--- src/rtl/mem_bridge_pkg.sv ---
// Shared types and helpers for the pixel-to-memory burst bridge.
// Holds the FSM state encoding, the burst ceiling and the beat-to-byte address shift.
package mem_bridge_pkg;

  typedef enum logic [2:0] {
    IDLE,
    RD_ADDR,
    RD_DATA,
    WR_ADDR,
    WR_DATA,
    WR_RESP,
    DONE
  } state_e;

  localparam int MAX_BURST = 256;

  // Number of bits a word address must move left to become a byte address.
  function automatic int addr_shift(input int mem_data_len);
    return $clog2(mem_data_len / 8);
  endfunction

endpackage

--- src/rtl/burst_watchdog.sv ---
// Stall counter for the burst bridge; only present when MEM_BURST_TIMEOUT_EN is defined.
// Fires once TIMEOUT_CYC consecutive cycles pass in an active state without any handshake.
`ifdef MEM_BURST_TIMEOUT_EN
module burst_watchdog #(
  parameter int TIMEOUT_CYC = 4096
) (
  input  logic clk,
  input  logic rst,
  input  logic active,
  input  logic kick,
  output logic timeout
);

  localparam int CNT_W = $clog2(TIMEOUT_CYC + 1);

  logic [CNT_W-1:0] cnt_q, cnt_d;

  always_comb begin
    cnt_d   = cnt_q;
    timeout = 1'b0;
    if (!active || kick) begin
      cnt_d = '0;
    end else if (cnt_q == CNT_W'(TIMEOUT_CYC - 1)) begin
      // This cycle is the TIMEOUT_CYC-th stalled one.
      timeout = 1'b1;
      cnt_d   = '0;
    end else begin
      cnt_d = cnt_q + 1'b1;
    end
  end

  always_ff @(posedge clk or posedge rst) begin
    if (rst) begin
      cnt_q <= '0;
    end else begin
      cnt_q <= cnt_d;
    end
  end

endmodule
`endif

--- src/rtl/mem_burst_bridge.sv ---
// Arbitrates pixel-side read/write burst requests onto an AXI-style memory port.
// Define MEM_BURST_TIMEOUT_EN to abort bursts that stall for TIMEOUT_CYC cycles.
module mem_burst_bridge
  import mem_bridge_pkg::*;
#(
  parameter int MEM_DATA_LEN = 64,
  parameter int ADDR_LEN     = 32,
  parameter int TIMEOUT_CYC  = 4096
) (
  input  logic                    clk,
  input  logic                    rst,
  // pixel-side read
  input  logic                    rd_valid,
  input  logic [9:0]              rd_burst_len,
  input  logic [ADDR_LEN-1:0]     rd_addr,
  output logic                    rd_ready,
  output logic [MEM_DATA_LEN-1:0] rd_data,
  output logic                    rd_burst_finish,
  // pixel-side write
  input  logic                    wr_valid,
  input  logic [9:0]              wr_burst_len,
  input  logic [ADDR_LEN-1:0]     wr_addr,
  input  logic [MEM_DATA_LEN-1:0] wr_data,
  output logic                    wr_ready,
  output logic                    wr_burst_finish,
  // memory read
  output logic [ADDR_LEN-1:0]     m_araddr,
  output logic [7:0]              m_arlen,
  output logic                    m_arvalid,
  input  logic                    m_arready,
  input  logic [MEM_DATA_LEN-1:0] m_rdata,
  input  logic                    m_rvalid,
  input  logic                    m_rlast,
  output logic                    m_rready,
  // memory write
  output logic [ADDR_LEN-1:0]     m_awaddr,
  output logic [7:0]              m_awlen,
  output logic                    m_awvalid,
  input  logic                    m_awready,
  output logic [MEM_DATA_LEN-1:0] m_wdata,
  output logic                    m_wvalid,
  output logic                    m_wlast,
  input  logic                    m_wready,
  input  logic                    m_bvalid,
  output logic                    m_bready,
  output logic                    error
);

  localparam int SHIFT = addr_shift(MEM_DATA_LEN);

  if (TIMEOUT_CYC < 1) begin : g_timeout_range_check
    $error("TIMEOUT_CYC must be at least 1");
  end

  state_e              state_q, state_d;
  logic [ADDR_LEN-1:0] addr_q, addr_d;
  logic [8:0]          len_q, len_d;
  logic [8:0]          beat_q, beat_d;
  logic                is_wr_q, is_wr_d;
  logic                prio_wr_q, prio_wr_d;
  logic                error_q, error_d;

  logic                grant_wr;
  logic [9:0]          req_len;
  logic [ADDR_LEN-1:0] req_addr;
  logic                len_over;
  logic [8:0]          eff_len;
  logic [8:0]          beat_inc;
  logic                timeout;

  // Data paths are pure pass-through; qualification is done by the strobes.
  assign rd_data  = m_rdata;
  assign m_wdata  = wr_data;
  assign m_araddr = addr_q;
  assign m_awaddr = addr_q;
  assign m_arlen  = 8'(len_q - 9'd1);
  assign m_awlen  = 8'(len_q - 9'd1);
  assign error    = error_q;
  assign beat_inc = beat_q + 9'd1;

  // Round-robin: on contention the side not served last wins.
  always_comb begin
    grant_wr = wr_valid && (!rd_valid || prio_wr_q);
    req_len  = grant_wr ? wr_burst_len : rd_burst_len;
    req_addr = grant_wr ? wr_addr : rd_addr;
    len_over = req_len > 10'(MAX_BURST);
    if (req_len == 10'd0) begin
      eff_len = 9'd1;
    end else if (len_over) begin
      eff_len = 9'(MAX_BURST);
    end else begin
      eff_len = req_len[8:0];
    end
  end

  always_comb begin
    m_arvalid       = 1'b0;
    m_rready        = 1'b0;
    rd_ready        = 1'b0;
    m_awvalid       = 1'b0;
    m_wvalid        = 1'b0;
    m_wlast         = 1'b0;
    wr_ready        = 1'b0;
    m_bready        = 1'b0;
    rd_burst_finish = 1'b0;
    wr_burst_finish = 1'b0;
    unique case (state_q)
      RD_ADDR: m_arvalid = 1'b1;
      RD_DATA: begin
        m_rready = 1'b1;
        rd_ready = m_rvalid;
      end
      WR_ADDR: m_awvalid = 1'b1;
      WR_DATA: begin
        m_wvalid = 1'b1;
        wr_ready = m_wready;
        m_wlast  = (beat_q == len_q - 9'd1);
      end
      WR_RESP: m_bready = 1'b1;
      DONE: begin
        rd_burst_finish = !is_wr_q;
        wr_burst_finish = is_wr_q;
      end
      default: ;
    endcase
  end

`ifdef MEM_BURST_TIMEOUT_EN
  logic wd_active;
  logic wd_kick;

  assign wd_active = (state_q != IDLE) && (state_q != DONE);
  assign wd_kick   = (m_arvalid && m_arready) || (m_rready && m_rvalid) ||
                     (m_awvalid && m_awready) || (m_wvalid && m_wready) ||
                     (m_bready && m_bvalid);

  burst_watchdog #(
    .TIMEOUT_CYC(TIMEOUT_CYC)
  ) u_watchdog (
    .clk    (clk),
    .rst    (rst),
    .active (wd_active),
    .kick   (wd_kick),
    .timeout(timeout)
  );
`else
  assign timeout = 1'b0;
`endif

  always_comb begin
    state_d   = state_q;
    addr_d    = addr_q;
    len_d     = len_q;
    beat_d    = beat_q;
    is_wr_d   = is_wr_q;
    prio_wr_d = prio_wr_q;
    error_d   = error_q;
    unique case (state_q)
      IDLE: begin
        if (rd_valid || wr_valid) begin
          is_wr_d   = grant_wr;
          prio_wr_d = !grant_wr;
          addr_d    = req_addr << SHIFT;
          len_d     = eff_len;
          beat_d    = '0;
          if (len_over) begin
            error_d = 1'b1;
          end
          state_d = grant_wr ? WR_ADDR : RD_ADDR;
        end
      end
      RD_ADDR: begin
        if (m_arready) begin
          state_d = RD_DATA;
        end
      end
      RD_DATA: begin
        if (m_rvalid) begin
          beat_d = beat_inc;
          // Stop on whichever comes first; disagreement means the memory and we differ on length.
          if ((beat_inc == len_q) || m_rlast) begin
            state_d = DONE;
          end
          if ((beat_inc == len_q) != m_rlast) begin
            error_d = 1'b1;
          end
        end
      end
      WR_ADDR: begin
        if (m_awready) begin
          state_d = WR_DATA;
        end
      end
      WR_DATA: begin
        if (m_wready) begin
          beat_d = beat_inc;
          if (beat_inc == len_q) begin
            state_d = WR_RESP;
          end
        end
      end
      WR_RESP: begin
        if (m_bvalid) begin
          state_d = DONE;
        end
      end
      DONE: begin
        beat_d  = '0;
        state_d = IDLE;
      end
      default: state_d = IDLE;
    endcase
    if (timeout) begin
      state_d = DONE;
      error_d = 1'b1;
    end
  end

  always_ff @(posedge clk or posedge rst) begin
    if (rst) begin
      state_q   <= IDLE;
      addr_q    <= '0;
      len_q     <= 9'd1;
      beat_q    <= '0;
      is_wr_q   <= 1'b0;
      prio_wr_q <= 1'b1;
      error_q   <= 1'b0;
    end else begin
      state_q   <= state_d;
      addr_q    <= addr_d;
      len_q     <= len_d;
      beat_q    <= beat_d;
      is_wr_q   <= is_wr_d;
      prio_wr_q <= prio_wr_d;
      error_q   <= error_d;
    end
  end

endmodule

--- config.mk ---
export PLATFORM = sky130hd
export DESIGN_NAME = mem_burst_bridge
export DESIGN_NICKNAME = d
export VERILOG_FILES = /design/src/rtl/mem_bridge_pkg.sv /design/src/rtl/burst_watchdog.sv /design/src/rtl/mem_burst_bridge.sv
export SDC_FILE = /design/constraint.sdc
export NUM_CORES = 1
export LEC_CHECK = 0
export CAP_MARGIN = 20
export CORE_AREA = 4 4 167 169
export CTS_CLUSTER_DIAMETER = 60
export CTS_CLUSTER_SIZE = 24
export DETAILED_ROUTE_END_ITERATION = 6
export DIE_AREA = 0 0 171 173
export DONT_BUFFER_PORTS = 1
export SLEW_MARGIN = 5
export SYNTH_ARGS = -nofsm -noshare
export SYNTH_HDL_FRONTEND = slang
export SYNTH_SLANG_ARGS = --single-unit
--- constraint.sdc ---
create_clock -name clk -period 3.4 [get_ports clk]
set_clock_uncertainty 0.2 [all_clocks]
set_input_delay 0.68 -clock clk [delete_from_list [all_inputs] [get_ports clk]]
set_output_delay 0.68 -clock clk [all_outputs]
set_load 0.01 [all_outputs]
* After elaboration in Yosys (flattened, before gate mapping) *
Cells that the tools add are included.
Widths: inputs -> output; s select.

storage, ports and cells
  memory bits (read-only) = 0
  output and inout port bits = 219
  bits in registers = 53
  memories = 0
  bits in writable memories = 0
  latch bits = 0

operators by class
  eq/ne operators = 19
  order comparisons = 1
  reductions and logical operators = 15
  multipliers = 0
  add/sub/neg operators = 2
  shift operators = 0
  divide/modulo/power cells = 0
  muxes and demuxes = 33
  bitwise logic cells = 0

operators by type and width
  cell                 count
  $mux 9               5
  $pmux 9 s4           1
  $mux 29              1
  $mux 3               8
  $ne 2x2->1 const B   10
  $eq 9x9->1           2
  $pmux 3 s6           1
  $mux 1               14
  $gt 10x9->1 const B  1
  $logic_not 10->1     1
  $mux 10              1
  $add 9x1->9 const B  1
  $eq 3x3->1 const B   3
  $sub 9x1->9 const B  1
  $reduce_and 8->1     1
  $eq 3x2->1 const B   2
  $reduce_and 5->1     1
  $reduce_and 4->1     1
  $reduce_bool 4->1    1
  $eq 3x1->1 const B   1
  $logic_not 1->1      3
  $logic_not 3->1      1
  $logic_or 1x1->1     3
  $mux 2               1
  5 further kinds      5

* Logic depth before layout (Yosys ltp) *
Gate-level depths: netlist of run 1.

  depth after elaboration = 8
  mapped depth = 13
  gate-level depth less buffers = 12

* Worst setup path before layout of run 1 *
OpenSTA, ideal clock, no wires.

  path type = register -> output
  start = reg len_q[2]
  end = out m_wlast
  slack = 0.562 ns
  arrival time = 1.958 ns
  cell stages (with the launch flop) = 7
  path buffers = 1
  cell sequence = dfrtp_1 buf_6 or3_4 or3b_4 or3_1 xnor2_1 and4_1

between the ends
  cells in the longest elaborated chain, start to end = 3

ends and longest elaborated chain
  element                 line                     RTL
  start, declared         mem_burst_bridge.sv:57   logic [8:0] len_q, len_d;
  start signal, assigned  mem_burst_bridge.sv:231  len_q <= len_d;
  $sub 9x1->9             mem_burst_bridge.sv:117  m_wlast = (beat_q == len_q - 9'd1);
  $eq 9x9->1              mem_burst_bridge.sv:117
  $mux 1                  mem_burst_bridge.sv:107  unique case (state_q)
  end, declared           mem_burst_bridge.sv:42   output logic m_wlast,

Every way passes these cells.

* Worst setup path after layout of run 1 *
Ends and elaborated chain as after synthesis.

==> impl_metrics.env, run 1 <==
export IMPL_status="complete, no violations"
export IMPL_h_tree_depth=2
export IMPL_fin_cells=713
export IMPL_worst_ep_required_time_ns=2.52
export IMPL_tightest_slew_ns=0.666
export IMPL_grt_max_degree=43
export IMPL_power_leakage_nw=1.62
export IMPL_rsz0062_at_grt="yes"
export IMPL_hpwlAfterDp_um=12800
export IMPL_place_congestion=0.827
export IMPL_netlist_instances=535
export IMPL_track_usage=0.101
export IMPL_port_buffers=0
export IMPL_p_per_area_nw_per_um2=1060
export IMPL_yosys_warnings=0
export IMPL_grt_pass1_vias=2942
export IMPL_cts_buffers=5
export IMPL_fin_crit_sh=0.958
export IMPL_path_clk_slew_ns=0.08
export IMPL_vias_per_cell=4.18
export IMPL_hold_path_class="in -> async"
export IMPL_ioPinCount=441
export IMPL_num_vias=2983
export IMPL_n_fill_cell=3045
export IMPL_clk_latency_ns=0.30
export IMPL_antenna_found_initial=0
export IMPL_power_mw=4.19
export IMPL_switching_share=0.491
export IMPL_cts_path_max_buffers=2
export IMPL_synth_edf_count=0
export IMPL_design_die_area_um2=29600
export IMPL_dp_slack_ns=0.279
export IMPL_grt_ovfl_total=0
export IMPL_multi_input_area_um2=1840
export IMPL_synth_main_ff_cell="dfrtp_1"
export IMPL_worstSetupEndpointType="output port"
export IMPL_fin_ws_ns=0.144
export IMPL_cts_sinks=53
export IMPL_avgSynthCellArea_um2=8.48
export IMPL_relSlewSlack=0.552
export IMPL_layout_drive_gt1_share=0.137
export IMPL_ir_worst_vdd_mv=0.269
export IMPL_seqCellArea_um2=1330
export IMPL_die_w_um=171
export IMPL_crit_type="reg -> out"
export IMPL_p_sw_mw=2.06
export IMPL_wl_per_cell_um=21.7
export IMPL_cap_violations=0
export IMPL_combPwrFrac=0.524
export IMPL_drtIter0Drc=116
export IMPL_nets=596
export IMPL_cp_data_arrival_time_ns=2.38
export IMPL_rows=60
export IMPL_ys_types=53
export IMPL_cts_root_buf="clkbuf_16"
export IMPL_routed_wirelength_um=15500
export IMPL_diodes=0
export IMPL_syn_cell_area_um2=4540
export IMPL_setup_viol=0
export IMPL_cts_tree="done"
export IMPL_ys_ff_latch=53
export IMPL_core_um2=26600
export IMPL_async_flop_share=1.00
export IMPL_drc=0
export IMPL_fin_crit_ns=3.26
export IMPL_p_seq_frac=0.343
export IMPL_drv_slew=0
export IMPL_placed_cells=702
export IMPL_area_growth_pct=-12.9
export IMPL_dr_pass1_iters=4
export IMPL_p_clk_frac=0.133
export IMPL_grt_pass1_wl_um=21600
export IMPL_fp_dieH_um=173
export IMPL_start_kind="register"
export IMPL_p_int_mw=2.13
export IMPL_cp_max_fo=8
export IMPL_hold_viol_final=0
export IMPL_antenna_left=0
export IMPL_synth_yosys_seq_area_share=0.293
export IMPL_fmax_mhz=307
export IMPL_start_util=0.171
==> what timing repair did <==
action	4_1_cts	5_1_grt
hold buffers	0	0
setup endpoints to repair	0	2
buffers inserted	0	3
gates resized for setup	0	6
==> cell type report <==
class	instances	area share
clock buffer	6	0.0351
clock inverter	2	0.00348
sequential	53	0.336
timing repair buffer	20	0.0412
multi-input combinational	282	0.466
tap	341	0.108
inverter	9	0.00950
==> sequential cells by signal (all words and copies together), names as in the netlist <==
register and cells:
len_q 9, prio_wr_q 1, error 1, beat_q 9, is_wr_q 1, state_q 3, m_araddr 29
==> synth_stat cells, types with 2 or more instances <==
library cell | instances | area share
nand2b_1 | 2 | 0.0028
nand3_1 | 19 | 0.021
nand3b_1 | 4 | 0.0066
buf_4 | 171 | 0.28
mux2i_1 | 26 | 0.057
buf_2 | 6 | 0.0066
a22oi_1 | 12 | 0.020
nor3b_1 | 3 | 0.0050
a21o_1 | 3 | 0.0050
or3_1 | 4 | 0.0055
nand4_1 | 2 | 0.0028
o22ai_1 | 2 | 0.0028
and2_1 | 3 | 0.0041
mux2_2 | 5 | 0.012
clkbuf_1 | 18 | 0.015
nor4_1 | 3 | 0.0041
o21ai_0 | 36 | 0.040
dfrtp_1 | 51 | 0.28
ha_1 | 3 | 0.0083
o31ai_1 | 9 | 0.015
inv_1 | 9 | 0.0074
o41ai_1 | 4 | 0.0077
a31oi_1 | 3 | 0.0041
nand2_1 | 45 | 0.037
and3_1 | 4 | 0.0055
nor2_1 | 25 | 0.021
xor2_1 | 8 | 0.015
a21oi_1 | 6 | 0.0066
a21boi_0 | 2 | 0.0033
dfstp_2 | 2 | 0.012
nor3_1 | 7 | 0.0077
xnor2_1 | 17 | 0.033
==> cell usage in the layout (no fill, tap or decap), types with 6 or more instances in the layout <==
| cell | n |
|---|---|
| nor3_1 | 7 |
| conb_1 | 6 |
| nand3_1 | 19 |
| buf_4 | 19 |
| o31ai_1 | 9 |
| nor2_1 | 25 |
| nand2_1 | 45 |
| inv_1 | 7 |
| mux2i_1 | 26 |
| xor2_1 | 7 |
| a22oi_1 | 12 |
| xnor2_1 | 17 |
| o21ai_0 | 36 |
| dfrtp_1 | 51 |
| a21oi_1 | 6 |
==> worst max-delay path: stages, from the launching register on <==
cell and delay (ns):
dfrtp_1 0.48, or3_4 0.43, or3b_4 0.42, or3_1 0.33, xnor2_1 0.12, and4_2 0.29
==> power groups by stage <==
stage | Clock [mW] | Combinational (mW) | Sequential (mW)
after CTS | 0.584 | 2.16 | 1.44
after global routing | 0.606 | 2.49 | 1.49
after floorplan | 0 | 2.21 | 1.19
after detailed placement | 0 | 2.16 | 1.45
after global placement | 0 | 2.12 | 1.45
final | 0.558 | 2.20 | 1.44
==> worst paths after layout <==
path                                 start           end  slack (ns)  cells past startpoint
worst max-delay path              len_q[2]       m_wlast        0.14                      5
worst min-delay path                   rst  m_araddr[15]        0.02                      1
worst max register to register   beat_q[0]    state_q[1]        0.33                     12
worst min register to register     is_wr_q       is_wr_q        0.30                      1
max in group asynchronous              rst      len_q[0]        2.29                      2
min in group clk                rd_addr[7]  m_araddr[10]        0.30                      2
==> cells by family (layout without fill, tap and decap cells) <==
| group | Yosys count | count (layout) | share of synthesized area |
|---|---|---|---|
| other | 1 | 6 | 0.000826 |
| and+or+nand+nor | 129 | 129 | 0.140 |
| DFF | 53 | 53 | 0.293 |
| AOI/OAI and AO/OA | 88 | 88 | 0.126 |
| xor gates and xnor gates | 25 | 25 | 0.0482 |
| adders and majority gates | 3 | 3 | 0.00827 |
| muxes | 31 | 31 | 0.0698 |
| buffers and inverters | 205 | 37 | 0.314 |
==> per-stage QoR <==
stage	area [µm²]	TNS (ns)	utilization	hold slack (ns)
after CTS	3900	0	0.147	0.0239
final	3950	0	0.149	0.0174
after global placement	3750	0	0.141	0.278
after detailed placement	3750	0	0.141	0.284
after global routing	3950	-0.00225	0.149	0.0301
after floorplan	4560	0	-	0.265
==> routing by layer <==
| layer | track usage | up-vias | routed length, µm |
|---|---|---|---|
| met3 | 0.0622 | 37 | 2120 |
| met5 | 0 | - | 0 |
| met4 | 0.0300 | 0 | 374 |
| met1 | 0.101 | 1400 | 5120 |
| li1 | - | 1308 | - |
| met2 | 0.173 | 238 | 7890 |
Power figures use the tool's default switching activity.
==> run 2: changes to the inputs <==
Settings changed: CELL_PAD_IN_SITES_DETAIL_PLACEMENT set to 1, CELL_PAD_IN_SITES_GLOBAL_PLACEMENT set to 1, MAX_ROUTING_LAYER set to met4, PLACE_DENSITY set to 0.41.
==> impl_metrics.env, run 2 (synthesized netlist as in run 1, its figures left out) <==
export IMPL_status="complete, no violations"
export IMPL_p_int_mw=2.14
export IMPL_area_growth_pct=-11.7
export IMPL_worst_ep_required_time_ns=2.52
export IMPL_nets=600
export IMPL_drv_slew=0
export IMPL_hold_path_class="in -> async"
export IMPL_drc=0
export IMPL_p_clk_frac=0.133
export IMPL_fin_crit_ns=3.27
export IMPL_crit_buf_inv=0
export IMPL_worstSetupEndpointType="output port"
export IMPL_grt_pass1_vias=3261
export IMPL_track_usage=0.109
export IMPL_layout_common_cells="dfrtp_1 (47), nand2_1 (45), o21ai_0 (36)"
export IMPL_antenna_found_initial=0
export IMPL_ioPinCount=441
export IMPL_fin_ws_ns=0.128
export IMPL_dr_pass1_iters=4
export IMPL_diodes=0
export IMPL_hpwlAfterDp_um=13500
export IMPL_multi_input_area_um2=1850
export IMPL_h_tree_depth=2
export IMPL_core_um2=26600
export IMPL_seqCellArea_um2=1330
export IMPL_drtIter0Drc=105
export IMPL_antenna_left=0
export IMPL_ir_worst_vdd_mv=0.301
export IMPL_rows=60
export IMPL_cap_violations=0
export IMPL_path_cells="or3_4, or3b_4, or3_1, xnor2_1, and4_2"
export IMPL_hold_viol_final=0
export IMPL_dp_slack_ns=0.250
export IMPL_cp_max_fo=8
export IMPL_setup_viol=0
export IMPL_clk_latency_ns=0.30
export IMPL_grt_ovfl_total=0
export IMPL_fmax_mhz=306
export IMPL_vias_per_cell=4.17
export IMPL_fp_dieH_um=173
export IMPL_die_w_um=171
export IMPL_place_congestion=0.777
export IMPL_cp_top_family="simple AND/OR/NAND/NOR gates"
export IMPL_power_leakage_nw=1.64
export IMPL_crit_type="reg -> out"
export IMPL_cts_sinks=53
export IMPL_routed_wirelength_um=16300
export IMPL_relSlewSlack=0.557
export IMPL_final_common_cell="dfrtp_1"
export IMPL_layout_drive_gt1_share=0.157
export IMPL_cts_path_max_buffers=2
export IMPL_start_util=0.171
export IMPL_wl_per_cell_um=22.7
export IMPL_port_buffers=0
export IMPL_cp_data_arrival_time_ns=2.39
export IMPL_p_sw_mw=2.06
export IMPL_cts_buffers=5
export IMPL_cts_root_buf="clkbuf_16"
export IMPL_crit_slowest_cell="dfrtp_2"
export IMPL_cts_tree="done"
export IMPL_largest_reg_flops=29
export IMPL_grt_pass1_wl_um=23200
export IMPL_combPwrFrac=0.529
export IMPL_num_vias=2987
export IMPL_start_kind="register"
export IMPL_grt_max_degree=42
export IMPL_fin_setup_tns_ns=0
export IMPL_fin_crit_sh=0.962
export IMPL_rsz0062_at_grt="no"
export IMPL_tightest_slew_ns=0.660
export IMPL_cts_hold_buf=0
export IMPL_p_seq_frac=0.338
export IMPL_n_fill_cell=3151
export IMPL_path_clk_slew_ns=0.08
export IMPL_cpPeakStageDelay_ns=0.49
export IMPL_switching_share=0.490
export IMPL_design_die_area_um2=29600
export IMPL_p_per_area_nw_per_um2=1050
-- run 2: cell count changes in the layout (fill, tap and decap cells not counted), sizes merged --
cell,delta
buf,+4
-- run 2: per-layer routing --
layer | global-route usage | up-vias | share of wire | routed length (µm)
li1 | - | 1312 | - | -
met4 | 0.0324 | 0 | 0.023 | 371
met5 | - | - | 0 | 0
met1 | 0.106 | 1450 | 0.34 | 5540
met3 | 0.0457 | 46 | 0.097 | 1590
met2 | 0.196 | 179 | 0.54 | 8810
-- run 2: timing repair --
item / 4_1_cts / 5_1_grt
setup buffers: 0 / 2
endpoints found under the setup margin: 0 / 3
resized for setup: 0 / 12
-- run 2: worst paths after layout --
path                                 start     endpoint  slack, ns  depth (start not counted)
worst min-delay path                   rst  m_araddr[7]       0.09                          1
worst max-delay path              len_q[2]      m_wlast       0.13                          5
max in group asynchronous              rst     len_q[0]       2.12                          3
min in group clk                rd_addr[6]  m_araddr[9]       0.29                          2
worst max register to register   beat_q[0]   state_q[1]       0.39                         13
worst min register to register     is_wr_q      is_wr_q       0.30                          1
-- run 2: metrics by stage --
step | std cells | instance area (µm²) | utilization | hold slack, ns | power, mW
2_1_floorplan | 540 | 4560 | - | 0.265 | 3.40
3_3_place_gp | 706 | 3770 | 0.142 | 0.284 | 3.56
3_5_place_dp | 706 | 3770 | 0.142 | 0.296 | 3.62
4_1_cts | 714 | 3920 | 0.147 | 0.281 | 4.21
5_1_grt | 717 | 4010 | 0.151 | 0.127 | 4.58
6_report | 717 | 4010 | 0.151 | 0.0944 | 4.20
-- run 2: area by class of cell --
type	instances	area share
multi-input cells	282	0.463
flip-flops and latches	53	0.333
well taps	341	0.107
repair buffers	24	0.0500
clock buffers	6	0.0347
inverters	9	0.00937
clock inverters	2	0.00344
-- run 2: worst register-to-register path, delay by kind of cell, from the launching register on --
family | cells | cell delay [ns]
buffers and inverters | 1 | 0.15
adders and majority gates | 2 | 0.41
AOI/OAI and AO/OA | 7 | 1.37
DFF | 1 | 0.50
and+or+nand+nor | 3 | 0.32
-- run 2: power groups by stage --
stage                     Sequential, mW  Combinational (mW)  Clock [mW]
after floorplan                     1.19                2.21           0
after global placement              1.43                2.13           0
after CTS                           1.42                2.19       0.594
after detailed placement            1.43                2.19           0
after global routing                1.48                2.49       0.616
final                               1.42                2.22       0.560
==> run 3: changes to the inputs <==
Settings changed: REMOVE_ABC_BUFFERS set to 1.
==> impl_metrics.env, run 3 (synthesized netlist as in run 1, its figures left out) <==
export IMPL_core_um2=26600
export IMPL_clk_latency_ns=0.31
export IMPL_worst_hold_slack_ns=0.262
export IMPL_cp_max_fo=5
export IMPL_die_w_um=171
export IMPL_port_buffers=0
export IMPL_layout_drive_gt1_share=0.144
export IMPL_status="complete, no violations"
export IMPL_fin_cells=717
export IMPL_wl_per_cell_um=47.7
export IMPL_num_vias=3196
export IMPL_drc=0
export IMPL_area_growth_pct=-13.0
export IMPL_rsz0062_at_grt="no"
export IMPL_fmax_mhz=307
export IMPL_grt_pass1_wl_um=41800
export IMPL_path_clk_slew_ns=0.08
export IMPL_fp_dieH_um=173
export IMPL_worst_ep_required_time_ns=2.52
export IMPL_cts_path_max_buffers=2
export IMPL_drv_slew=0
export IMPL_relSlewSlack=0.489
export IMPL_track_usage=0.229
export IMPL_grt_ovfl_total=0
export IMPL_vias_per_cell=4.46
export IMPL_cts_buffers=5
export IMPL_fin_setup_tns_ns=0
export IMPL_cts_sinks=53
export IMPL_h_tree_depth=2
export IMPL_final_common_cell="dfrtp_1"
export IMPL_rows=60
export IMPL_hold_viol_final=0
export IMPL_tightest_slew_ns=0.767
export IMPL_final_util=0.149
export IMPL_worstSetupEndpointType="output port"
export IMPL_cap_violations=0
export IMPL_placed_cells=707
export IMPL_antenna_left=0
export IMPL_fin_crit_ns=3.26
export IMPL_routed_wirelength_um=34200
export IMPL_largest_reg_flops=29
export IMPL_grt_max_degree=62
export IMPL_dr_pass1_iters=4
export IMPL_cts_tree="done"
export IMPL_place_congestion=0.922
export IMPL_drtIter0Drc=127
export IMPL_fin_crit_sh=0.958
export IMPL_ff2ff_setup_slack_ns=0.30
export IMPL_layout_common_cells="dfrtp_1 (50), nand2_1 (45), o21ai_0 (36)"
export IMPL_antenna_found_initial=1
export IMPL_ioPinCount=441
export IMPL_cts_root_buf="clkbuf_16"
export IMPL_crit_type="reg -> out"
export IMPL_start_kind="register"
export IMPL_ir_worst_vdd_mv=0.284
export IMPL_p_per_area_nw_per_um2=1050
export IMPL_cts_hold_buf=0
export IMPL_hold_path_class="in -> async"
export IMPL_hpwlAfterDp_um=31000
export IMPL_start_util=0.171
export IMPL_setup_viol=0
export IMPL_design_die_area_um2=29600
export IMPL_nets=599
export IMPL_grt_pass1_vias=3422
export IMPL_power_leakage_nw=1.61
export IMPL_cp_data_arrival_time_ns=2.38
==> run 3: changes by cell type in the layout (fill, tap and decap cells not counted), sizes merged <==
cell | previous run | this run
clkinv | 2 | 0
clkinvlp | 1 | 3
buf | 24 | 23
diode | 0 | 1
==> run 3: layer usage <==
layer | part of all wire | vias to the layer above | global-route usage | wire, µm
met5 | 0 | - | - | 0
met3 | 0.32 | 26 | 0.332 | 10900
met4 | 0.0078 | 0 | 0.0238 | 267
met2 | 0.46 | 380 | 0.358 | 15700
li1 | - | 1314 | - | -
met1 | 0.21 | 1476 | 0.142 | 7340
==> run 3: area by class of cell <==
class / count / area [µm²]
clock buffer: 6 / 129
fill: 3157 / 22600
multi-input combinational: 282 / 1840
sequential: 53 / 1330
clock inverter: 2 / 15.0
antenna: 1 / 2.50
timing repair buffer: 23 / 173
tap: 341 / 427
inverter: 9 / 37.5
==> run 3: worst paths after layout <==
path	cells past startpoint	from	to
worst max-delay path	7	len_q[0]	m_wlast
worst min-delay path	2	rst	m_araddr[16]
worst max register to register	11	beat_q[3]	state_q[1]
worst min register to register	1	is_wr_q	is_wr_q
max in group asynchronous	2	rst	len_q[2]
min in group clk	2	rd_addr[2]	m_araddr[5]
==> run 3: repair_timing <==
| item | CTS | global route |
|---|---|---|
| setup endpoints to repair | 0 | 1 |
| buffers inserted | 0 | 1 |
| gates resized for setup | 0 | 6 |
==> run 3: where the power goes <==
part	internal, mW	total, mW	leakage [nW]	switching, mW
Sequential	0.900	1.40	0.668	0.496
Clock	0.275	0.536	0.0631	0.262
Combinational	0.918	2.23	0.882	1.31
Total	2.09	4.16	1.61	2.07
==> run 3: worst max-delay path: stages (launching register included) <==
cell	delay, ns
dfstp_2	0.61
clkinvlp_4	0.24
ha_2	0.29
xor2_2	0.17
xnor2_1	0.13
nand3_1	0.11
nor4_2	0.23
and4_2	0.29
==> run 3: metrics by stage <==
step,setup slack (ns),area (µm²),total power [mW]
finish,0.144,3950,4.16
global route,0.0387,3950,4.55
CTS,0.0635,3920,4.19
detailed placement,0.301,3770,3.63
global placement,0.386,3770,3.57
floorplan,0.0614,3160,2.76
